[config.mk]
export PLATFORM = sky130hd
export DESIGN_NAME = bram_stream_reader
export DESIGN_NICKNAME = d
export VERILOG_FILES = /design/src/rtl/bram_stream_reader_skid_fifo2.sv /design/src/rtl/bram_stream_reader.sv
export SDC_FILE = /design/constraint.sdc
export NUM_CORES = 1
export LEC_CHECK = 0
export CAP_MARGIN = 20
export CORE_ASPECT_RATIO = 2
export CORE_MARGIN = 2
export CORE_UTILIZATION = 51
export DETAILED_ROUTE_END_ITERATION = 7
export PLACE_DENSITY = 0.77
export SLEW_MARGIN = 20
export SYNTH_ARGS = -nofsm -noshare
export SYNTH_HDL_FRONTEND = slang
export SYNTH_SLANG_ARGS = --single-unit
[constraint.sdc]
create_clock -name clk -period 3.1 [get_ports clk]
set_input_delay 0.62 -clock clk [delete_from_list [all_inputs] [get_ports clk]]
set_output_delay 0.62 -clock clk [all_outputs]
set_load 0.005 [all_outputs]
[src/rtl/bram_stream_reader_skid_fifo2.sv]
// skid_fifo2: two-entry registered FIFO used to absorb the one-cycle BRAM
// read latency and provide full backpressure on the output stream.
// The head entry is held in a register so o_data is stable while stalled.
module skid_fifo2 #(
    parameter int DATA_WIDTH = 32
) (
    input  logic                  clk,
    input  logic                  rst_n,
    input  logic                  i_push,
    input  logic [DATA_WIDTH-1:0] i_data,
    input  logic                  i_pop,
    output logic [DATA_WIDTH-1:0] o_data,
    output logic                  o_valid,
    output logic [1:0]            o_count
);

    logic [DATA_WIDTH-1:0] r_head;
    logic [DATA_WIDTH-1:0] r_tail;
    logic [1:0]            r_count;
    logic                  w_do_pop;

    // A pop on an empty FIFO has nothing to remove and is ignored.
    assign w_do_pop = i_pop && (r_count != 2'd0);

    // Storage and occupancy update; push+pop together keeps the count.
    always_ff @(posedge clk or negedge rst_n) begin
        if (!rst_n) begin
            r_head  <= '0;
            r_tail  <= '0;
            r_count <= 2'd0;
        end else begin
            case ({i_push, w_do_pop})
                2'b10: begin
                    if (r_count == 2'd0) begin
                        r_head  <= i_data;
                        r_count <= 2'd1;
                    end else if (r_count == 2'd1) begin
                        r_tail  <= i_data;
                        r_count <= 2'd2;
                    end
                end
                2'b01: begin
                    r_head  <= r_tail;
                    r_count <= r_count - 2'd1;
                end
                2'b11: begin
                    if (r_count == 2'd1) begin
                        r_head <= i_data;
                    end else begin
                        r_head <= r_tail;
                        r_tail <= i_data;
                    end
                end
                default: begin
                end
            endcase
        end
    end

    assign o_data  = r_head;
    assign o_valid = (r_count != 2'd0);
    assign o_count = r_count;

    // The reader's issue throttle guarantees a full FIFO is never pushed
    // without a simultaneous pop.
    a_no_overflow: assert property (@(posedge clk) disable iff (!rst_n)
        !(i_push && !w_do_pop && (r_count == 2'd2)));

endmodule

[src/rtl/bram_stream_reader.sv]
// bram_stream_reader: scans a contiguous BRAM address range (wrapping at
// DEPTH) and turns the 1-cycle-latency RAM output into a valid/ready stream.
// Handshake: a word transfers on a rising edge where o_valid && o_ready;
// o_valid never drops and o_data never changes until that transfer happens.
// Optional build macro BRAM_STREAM_READER_REPEAT_EN adds num_repeat[7:0]:
// the range is scanned num_repeat+1 times back-to-back with a single done.
module bram_stream_reader #(
    parameter  int DATA_WIDTH = 32,
    parameter  int DEPTH      = 2**16,
    localparam int ADDR_W     = $clog2(DEPTH)
) (
    input  logic                  clk,
    input  logic                  rst_n,
    input  logic                  start,
    input  logic [ADDR_W-1:0]     base_addr,
    input  logic [ADDR_W:0]       length,
`ifdef BRAM_STREAM_READER_REPEAT_EN
    input  logic [7:0]            num_repeat,
`endif
    output logic                  busy,
    output logic                  done,
    output logic                  ram_rd_en,
    output logic [ADDR_W-1:0]     ram_rd_addr,
    input  logic [DATA_WIDTH-1:0] ram_rd_data,
    output logic [DATA_WIDTH-1:0] o_data,
    output logic                  o_valid,
    input  logic                  o_ready
);

    localparam int                CNT_W   = ADDR_W + 1;
    localparam logic [CNT_W-1:0] DEPTH_C = CNT_W'(DEPTH);

    typedef enum logic [1:0] {
        S_IDLE = 2'd0,
        S_RUN  = 2'd1,
        S_DONE = 2'd2
    } state_t;

    state_t            r_state;
    logic [ADDR_W-1:0] r_base;
    logic [CNT_W-1:0]  r_length;
    logic [CNT_W-1:0]  r_issued;
    logic [CNT_W-1:0]  r_delivered;
    logic [7:0]        r_iss_rep;
    logic [7:0]        r_dlv_rep;
    logic              r_inflight;
    logic              r_busy;
    logic              r_done;

    logic [7:0]        w_num_repeat;
    logic              w_pop;
    logic [1:0]        w_fifo_count;
    logic              w_fifo_valid;
    logic [2:0]        w_occ;
    logic              w_rd_en;
    logic [CNT_W-1:0]  w_addr_sum;
    logic [ADDR_W-1:0] w_addr;
    logic [CNT_W-1:0]  w_issued_nxt;
    logic [CNT_W-1:0]  w_delivered_nxt;

`ifdef BRAM_STREAM_READER_REPEAT_EN
    assign w_num_repeat = num_repeat;
`else
    assign w_num_repeat = 8'd0;
`endif

    assign w_pop = w_fifo_valid && o_ready;

    // Occupancy the FIFO will hold once the in-flight read lands and this
    // cycle's pop leaves; a new read is allowed only if room remains for it.
    assign w_occ = {1'b0, w_fifo_count} + {2'b00, r_inflight} - {2'b00, w_pop};

    assign w_rd_en = (r_state == S_RUN) && (r_issued < r_length) && (w_occ < 3'd2);

    // base + issued is below 2*DEPTH, so one conditional subtract wraps it.
    assign w_addr_sum = {1'b0, r_base} + r_issued;
    assign w_addr     = (w_addr_sum >= DEPTH_C) ? ADDR_W'(w_addr_sum - DEPTH_C)
                                                : ADDR_W'(w_addr_sum);

    assign w_issued_nxt    = r_issued + CNT_W'(1);
    assign w_delivered_nxt = r_delivered + CNT_W'(1);

    // Scan sequencer: start acceptance, issue/delivery counting, done pulse.
    always_ff @(posedge clk or negedge rst_n) begin
        if (!rst_n) begin
            r_state     <= S_IDLE;
            r_base      <= '0;
            r_length    <= '0;
            r_issued    <= '0;
            r_delivered <= '0;
            r_iss_rep   <= 8'd0;
            r_dlv_rep   <= 8'd0;
            r_inflight  <= 1'b0;
            r_busy      <= 1'b0;
            r_done      <= 1'b0;
        end else begin
            r_inflight <= w_rd_en;
            case (r_state)
                S_IDLE: begin
                    if (start) begin
                        r_base      <= base_addr;
                        r_length    <= length;
                        r_issued    <= '0;
                        r_delivered <= '0;
                        r_iss_rep   <= w_num_repeat;
                        r_dlv_rep   <= w_num_repeat;
                        r_busy      <= 1'b1;
                        if (length == '0) begin
                            r_state <= S_DONE;
                            r_done  <= 1'b1;
                        end else begin
                            r_state <= S_RUN;
                        end
                    end
                end
                S_RUN: begin
                    // Issue side: restart the address sweep for the next pass.
                    if (w_rd_en) begin
                        if ((w_issued_nxt == r_length) && (r_iss_rep != 8'd0)) begin
                            r_issued  <= '0;
                            r_iss_rep <= r_iss_rep - 8'd1;
                        end else begin
                            r_issued <= w_issued_nxt;
                        end
                    end
                    // Delivery side: the last handshake of the last pass ends the scan.
                    if (w_pop) begin
                        if (w_delivered_nxt == r_length) begin
                            if (r_dlv_rep == 8'd0) begin
                                r_delivered <= w_delivered_nxt;
                                r_state     <= S_DONE;
                                r_done      <= 1'b1;
                            end else begin
                                r_delivered <= '0;
                                r_dlv_rep   <= r_dlv_rep - 8'd1;
                            end
                        end else begin
                            r_delivered <= w_delivered_nxt;
                        end
                    end
                end
                S_DONE: begin
                    r_state <= S_IDLE;
                    r_busy  <= 1'b0;
                    r_done  <= 1'b0;
                end
                default: begin
                    r_state <= S_IDLE;
                    r_busy  <= 1'b0;
                    r_done  <= 1'b0;
                end
            endcase
        end
    end

    skid_fifo2 #(
        .DATA_WIDTH (DATA_WIDTH)
    ) u_fifo (
        .clk     (clk),
        .rst_n   (rst_n),
        .i_push  (r_inflight),
        .i_data  (ram_rd_data),
        .i_pop   (w_pop),
        .o_data  (o_data),
        .o_valid (w_fifo_valid),
        .o_count (w_fifo_count)
    );

    assign o_valid     = w_fifo_valid;
    assign ram_rd_en   = w_rd_en;
    assign ram_rd_addr = w_addr;
    assign busy        = r_busy;
    assign done        = r_done;

endmodule

== After elaboration in Yosys (flattened, before gate mapping) ==
Index checks and enable logic that the tools add are counted.
Widths: inputs -> output; s select.

* Flip-flop bits (word level): 154
* Bits of input ports: 69
* Output and inout bits: 52
* Logic and storage cells: 111

* Add/sub/neg operators: 9
* Order comparisons: 3
* Eq/ne operators: 19
* Multiplexer cells: 40
* Bitwise gates (word level): 1
* Reduce and logical (&&, ||, !) cells: 26

{| class="wikitable"
|+ Operators by type and width
! operator !! count
|-
| $mux 32 || 4
|-
| $mux 17 || 6
|-
| $pmux 32 s3 || 1
|-
| $pmux 17 s2 || 2
|-
| $pmux 32 s2 || 1
|-
| $mux 8 || 6
|-
| $add 17x1->17 const B || 2
|-
| $eq 17x17->1 || 2
|-
| $pmux 8 s2 || 2
|-
| $add 16x17->17 || 1
|-
| $ge 17x17->1 const B || 1
|-
| $logic_not 17->1 || 1
|-
| $lt 17x17->1 || 1
|-
| $mux 16 || 1
|-
| $sub 16x1->16 const B || 1
|-
| $sub 8x1->8 const B || 2
|-
| $mux 2 || 7
|-
| $ne 2x2->1 const B || 6
|-
| $ne 2x1->1 const B || 5
|-
| $reduce_and 5->1 || 2
|-
| $reduce_and 3->1 || 3
|-
| $logic_not 8->1 || 1
|-
| $pmux 2 s2 || 2
|-
| $reduce_and 2->1 || 4
|-
| 16 further kinds || 34
|}

== Logic depth before layout (Yosys ltp) ==
* Depth after elaboration: 7
* Gate-level depth with buffers: 14
* Mapped depth without buffers: 12

== Modules after synthesis ==
A second synthesis with hierarchy kept.

* Cells, all modules: 962
* Area total of the unflattened synthesis: 9146.3 µm²

{| class="wikitable"
|+ By module, submodules not included
! module !! instances !! cells each !! area each (µm²) !! seq. area each (µm²)
|-
| bram_stream_reader || 1 || 748 || 6336.1 || 2202.1
|-
| skid_fifo2 || 1 || 214 || 2810.2 || 1651.6
|}

== Worst setup path after synthesis ==
No wires, ideal clock.

* Path type: reg-to-reg
* Start point: reg u_fifo.r_count[1] (netlist: u_fifo.o_count[1])
* End point: reg r_iss_rep[6]
* Setup time: 118 ps
* Data arrival time: 3232 ps
* Required time: 2982 ps
* Setup slack: -250 ps
* Stages on the path, launching flop included: 13
* Period minus slack after synthesis: 3350 ps
* Cell sequence: dfrtp_1 -> inv_1 -> ha_1 -> nor2b_1 -> ha_1 -> nor2_1 -> fa_1 -> or4_1 -> a211oi_1 -> nor2_1 -> clkbuf_1 -> o311a_1 -> a21o_1

* Cells in the longest elaborated chain, start to end: 7
* Elaborated cells on any way between the ends: 8

{| class="wikitable"
|+ RTL lines
! what !! line !! RTL
|-
| start, declared || bram_stream_reader_skid_fifo2.sv:19 || <nowiki>logic [1:0] r_count;</nowiki>
|-
| start signal, assigned || bram_stream_reader_skid_fifo2.sv:44 || <nowiki>r_count <= r_count - 2'd1;</nowiki>
|-
| branches (longest 2 deep; another with $add 2x1->3) || -- ||
|-
| $sub 3x1->3 (*) || bram_stream_reader.sv:71 || <nowiki>assign w_occ = {1'b0, w_fifo_count} + {2'b00, r_inflight} - {2'b00, w_pop};</nowiki>
|-
| $lt 3x2->1 (*) || bram_stream_reader.sv:73 || <nowiki>assign w_rd_en = (r_state == S_RUN) && (r_issued < r_length) && (w_occ < 3'd2);</nowiki>
|-
| $logic_and 1x1->1 (*) || bram_stream_reader.sv:73 ||
|-
| via ram_rd_en || bram_stream_reader.sv:22 || <nowiki>output logic ram_rd_en,</nowiki>
|-
| $ne 2x2->1 (no line) (*) || -- ||
|-
| $reduce_and 4->1 (no line) (*) || -- ||
|-
| end signal, assigned || bram_stream_reader.sv:105 || <nowiki>r_iss_rep <= w_num_repeat;</nowiki>
|-
| end signal, assigned || bram_stream_reader.sv:121 || <nowiki>r_iss_rep <= r_iss_rep - 8'd1;</nowiki>
|-
| end, declared || bram_stream_reader.sv:44 || <nowiki>logic [7:0] r_iss_rep;</nowiki>
|}

Mark *: on every way through the listed nets, which the timed path passes.
A chain may end at the register's enable or synchronous reset.

== Worst setup path in the final report ==
* Start point: reg r_base[0]
* End point: out ram_rd_addr[15]

* Cells in the longest elaborated chain, start to end: 3
* Elaborated cells on any way between the ends: 4

{| class="wikitable"
|+ RTL lines
! what !! line !! RTL
|-
| start, declared || bram_stream_reader.sv:40 || <nowiki>logic [ADDR_W-1:0] r_base;</nowiki>
|-
| start signal, assigned || bram_stream_reader.sv:101 || <nowiki>r_base <= base_addr;</nowiki>
|-
| $add 16x17->17 (*) || bram_stream_reader.sv:76 || <nowiki>assign w_addr_sum = {1'b0, r_base} + r_issued;</nowiki>
|-
| $sub 16x1->16 / $ge 17x17->1 (equally long branches) || bram_stream_reader.sv:77 || <nowiki>assign w_addr = (w_addr_sum >= DEPTH_C) ? ADDR_W'(w_addr_sum - DEPTH_C)</nowiki>
|-
| $mux 16 (*) || bram_stream_reader.sv:77 ||
|-
| end, declared || bram_stream_reader.sv:23 || <nowiki>output logic [ADDR_W-1:0] ram_rd_addr,</nowiki>
|}

Every way passes the cells marked *; elsewhere a longest branch is shown, timed or not.

==> results.txt <==
----------------------------------------------------
[Outcome]
  Result of the run ... finished with violations
  Failing checks ... setup timing

[Global routing]
  GRT Total Usage ... 30.32%
  Grt ovf ... 0
  Pin count of the biggest net entering global routing ... 77
  First-pass GRT wire length ... 48590 um
  Number of global-route vias before repair ... 9857
  Antenna violations before repair ... 0

[Cells and area]
  Number of inserted filler cells in the final layout ... 1430
  Area growth, synth to finish ... 34.50%
  Total Nets Final ... 1413
  Antenna Diode Count ... 0
  Final core occ ... 69.16%
  Proportion of layout cells with a drive suffix above 1 ... 25.23%

[Timing]
  Final Max Slew Viols ... 0
  Period Utilization, post-route ... 112.2%
  Skew final ... 9.733 ps
  FMAX ... 287.5 MHz
  RSZ-0062 raised after global routing ... yes
  Final setup margin ... -378.7 ps
  Slew at the pin closest to its max-slew limit ... 795.1 ps
  Final hold vios ... 0
  Post-route minimum period ... 3479 ps
  Headroom to the max-slew limit ... 46.59%
  Setup violations, final ... 24

[Synthesis]
  Net count after synthesis ... 1204
  Fraction of registers with async set or reset after synthesis ... 100.0%
  Cell types occupying the most area after synthesis ... dfrtp_1 (39%), mux2_2 (7.3%), ha_1 (5.5%), nand2_1 (5.4%), xnor2_1 (3.6%)
  Proportion of synthesized chip area in sequential cells ... 39.06%
  Library cell occupying the most area in the post-synthesis netlist ... dfrtp_1
  Number of storage elements in the synthesis netlist ... 154
  Most frequent cell after synthesis ... dfrtp_1
  Syn_area_per_cell ... 9.052 um2
  Flip-flop cell with the highest count after synthesis ... dfrtp_1
  Number of synthesized flops with an enable pin ... 0
  Yosys warnings ... 0
  Distinct cell type count of the synthesized netlist ... 70
  Area of the mapped netlist ... 9867 um2
  Commonest cells in the netlist ... dfrtp_1 (154), nand2_1 (143), nor2_1 (78)
  Post-synthesis instance total ... 1090
  Area fraction of the dominant cell type after synthesis ... 39.06%

[Setup path]
  Depth of the most critical reg-to-reg path ... 15
  R2R Setup Slk ... -120 ps
  Crit Reg-Reg Endpoint ... r_issued[7]
  Beginning of the critical path ... r_base[0]
  Worst setup path category ... reg2out
  Endpoint arrival time on the critical path ... 2860 ps
  WP data required ... 2480 ps
  CP Launch Type ... register
  Critical Path Sink Type ... output pin
  Top fanout value on the critical path ... 2
  RR Startpoint ... u_fifo.o_count[1]

[Clocking]
  # H-tree levels ... 4
  Clock buffer count from CTS ... 17
  Root Buffer ... clkbuf_16
  Clock-pin transition on the worst setup and hold timing paths ... 70 ps
  Clock buffer depth ... 2
  TritonCTS clock tree ... done
  Clock latency on the worst-skew pair ... 430 ps
  Clock Sink Count ... 154

[Place]
  Port Buf Inserts ... 120
  Final GP Congestion ... 0.8983
  HPWL after detailed placement ... 21230 um

[Die]
  Core area ... 19190 um2
  Height of the die ... 200.7 um
  Starting density of the core ... 51.42%
  Die extent in x ... 102.4 um
  Number of top-level pins ... 121
  Total Die Area ... 20540 um2
  Number of cell rows ... 72

[Drt]
  Vias post-DR ... 9449
  Count of TritonRoute iterations in the first routing pass ... 6
  Remaining routing DRC violations ... 0
  Number of DRC markers after the initial detailed-route iteration ... 576
  Final antenna-violating net count ... 0
  Via density per instance ... 6.015
  Post-Route WL ... 30480 um
  Wire per inst ... 19.40 um

[Power]
  Overall power of the completed layout ... 0.01241 W
  Leakage power total ... 5.788 nW
  Worst supply voltage drop on vdd ... 0.5983 mV
  Power density over the cells ... 934.7 nW/um2

[Min path]
  Worst hold-check path type ... in2async

[Flow run]
  Max_cap viols ... 0

----------------------------------------------------
==> state kept, by name, summed over array words and instances, names as in the netlist <==
register        count
u_fifo.o_count      2
r_inflight          1
r_iss_rep           8
r_state             2
r_issued           17
r_base             16
r_delivered        17
r_length           17
r_dlv_rep           8
busy                1
u_fifo.r_tail      32
done                1
u_fifo.o_data      32
==> final cells by class <==
type	instances	area, um2	area share [%]
Multi-Input combinational cell	827	5992	45.15
Clock buffer	20	456.7	3.441
Tap cell	259	324.1	2.442
Clock inverter	12	138.9	1.046
Timing Repair Buffer	252	2330	17.55
Sequential cell	154	3854	29.04
Inverter	47	176.4	1.329
==> critical path, stage by stage (launching register included) <==
cell and delay (ps):
dfrtp_1 400, ha_2 190, buf_4 130, a211o_1 280
o211ai_1 120, a211o_1 180, nand3_2 120, o221ai_4 230
o2111a_1 270, buf_4 120, a21oi_2 60, xnor2_2 190
buf_6 130
==> kinds of logic after synthesis <==
family,count (synthesis),share of synthesized area [%]
simple gates,403,20.07
compound gates,246,17.14
flops,154,39.06
buf+inv,111,4.438
mux,78,8.724
xor+xnor,53,4.704
fa+ha+maj,45,5.859
==> stage by stage <==
stage | cell area [um2] | std cells | setup slack [ps] | hold WS (ps) | TNS (ps)
after floorplan | 9888 | 1090 | -75.23 | 324.4 | -89.24
after global placement | 12100 | 1519 | -787.5 | 465.4 | -15710
after detailed placement | 12100 | 1519 | -887.6 | 471.0 | -19120
after CTS | 12930 | 1562 | -378.6 | 249.1 | -1411
after global routing | 13270 | 1571 | -445.2 | 262.5 | -6023
final | 13270 | 1571 | -378.7 | 215.2 | -2660
==> report_power, final <==
part           internal (W)  leakage [nW]  total [W]  switching (W)
Sequential          0.00281          1.88    0.00346       0.000649
Clock               0.00124         0.291    0.00213       0.000888
Combinational       0.00343          3.61    0.00682        0.00338
==> timing repair <==
item | in CTS | in global routing
cloned | 3 | 3
buffers inserted | 9 | 8
pin swaps | 25 | 43
resized for setup | 74 | 66
hold buffers | 0 | 0
setup endpoints to repair | 37 | 40
==> placed cells by master, fill, tap and decap left out, types with 11 or more instances in the layout <==
cell type        netlist  routed
a21oi_1               41      23
a21oi_2                0      16
a22o_1                15      15
a22oi_1               33      32
a31oi_1               34      34
and3_1                15      14
buf_4                  1     111
buf_6                  0      13
clkbuf_16              0      18
clkdlybuf4s50_1        0     105
dfrtp_1              154     154
ha_1                  43      39
inv_1                 47      43
mux2_2                64      63
mux2i_1               14      14
nand2_1              143     140
nand3_1               52      49
nand4_1               18      18
nor2_1                78      74
nor3_1                13      12
nor4_1                17      15
o211ai_1              12      12
o21ai_0               37      34
o31ai_1               14      11
or3_1                 17      17
xnor2_1               41      35
xor2_1                12      12
==> worst max-delay path by stage <==
stage                           end  slack, ps  depth (start not counted)
global placement          ram_rd_en       -790                          8
global route        ram_rd_addr[15]       -450                         12
floorplan              r_iss_rep[6]        -80                         10
CTS                 ram_rd_addr[14]       -380                         12
detailed placement        ram_rd_en       -890                          8
finish              ram_rd_addr[15]       -380                         12
==> layer usage <==
| metal | share of wire, % | up-vias | wire length, um | global-route usage (%) |
|---|---|---|---|---|
| li1 | - | 4364 | - | - |
| met1 | 34 | 4534 | 10290 | 31.53 |
| met2 | 53 | 386 | 16130 | 52.58 |
| met3 | 5.2 | 165 | 1599 | 6.163 |
| met4 | 8.1 | 0 | 2464 | 21.33 |
| met5 | 0 | - | 0 | 0 |
Note: power is estimated with default switching activity, not from simulation.
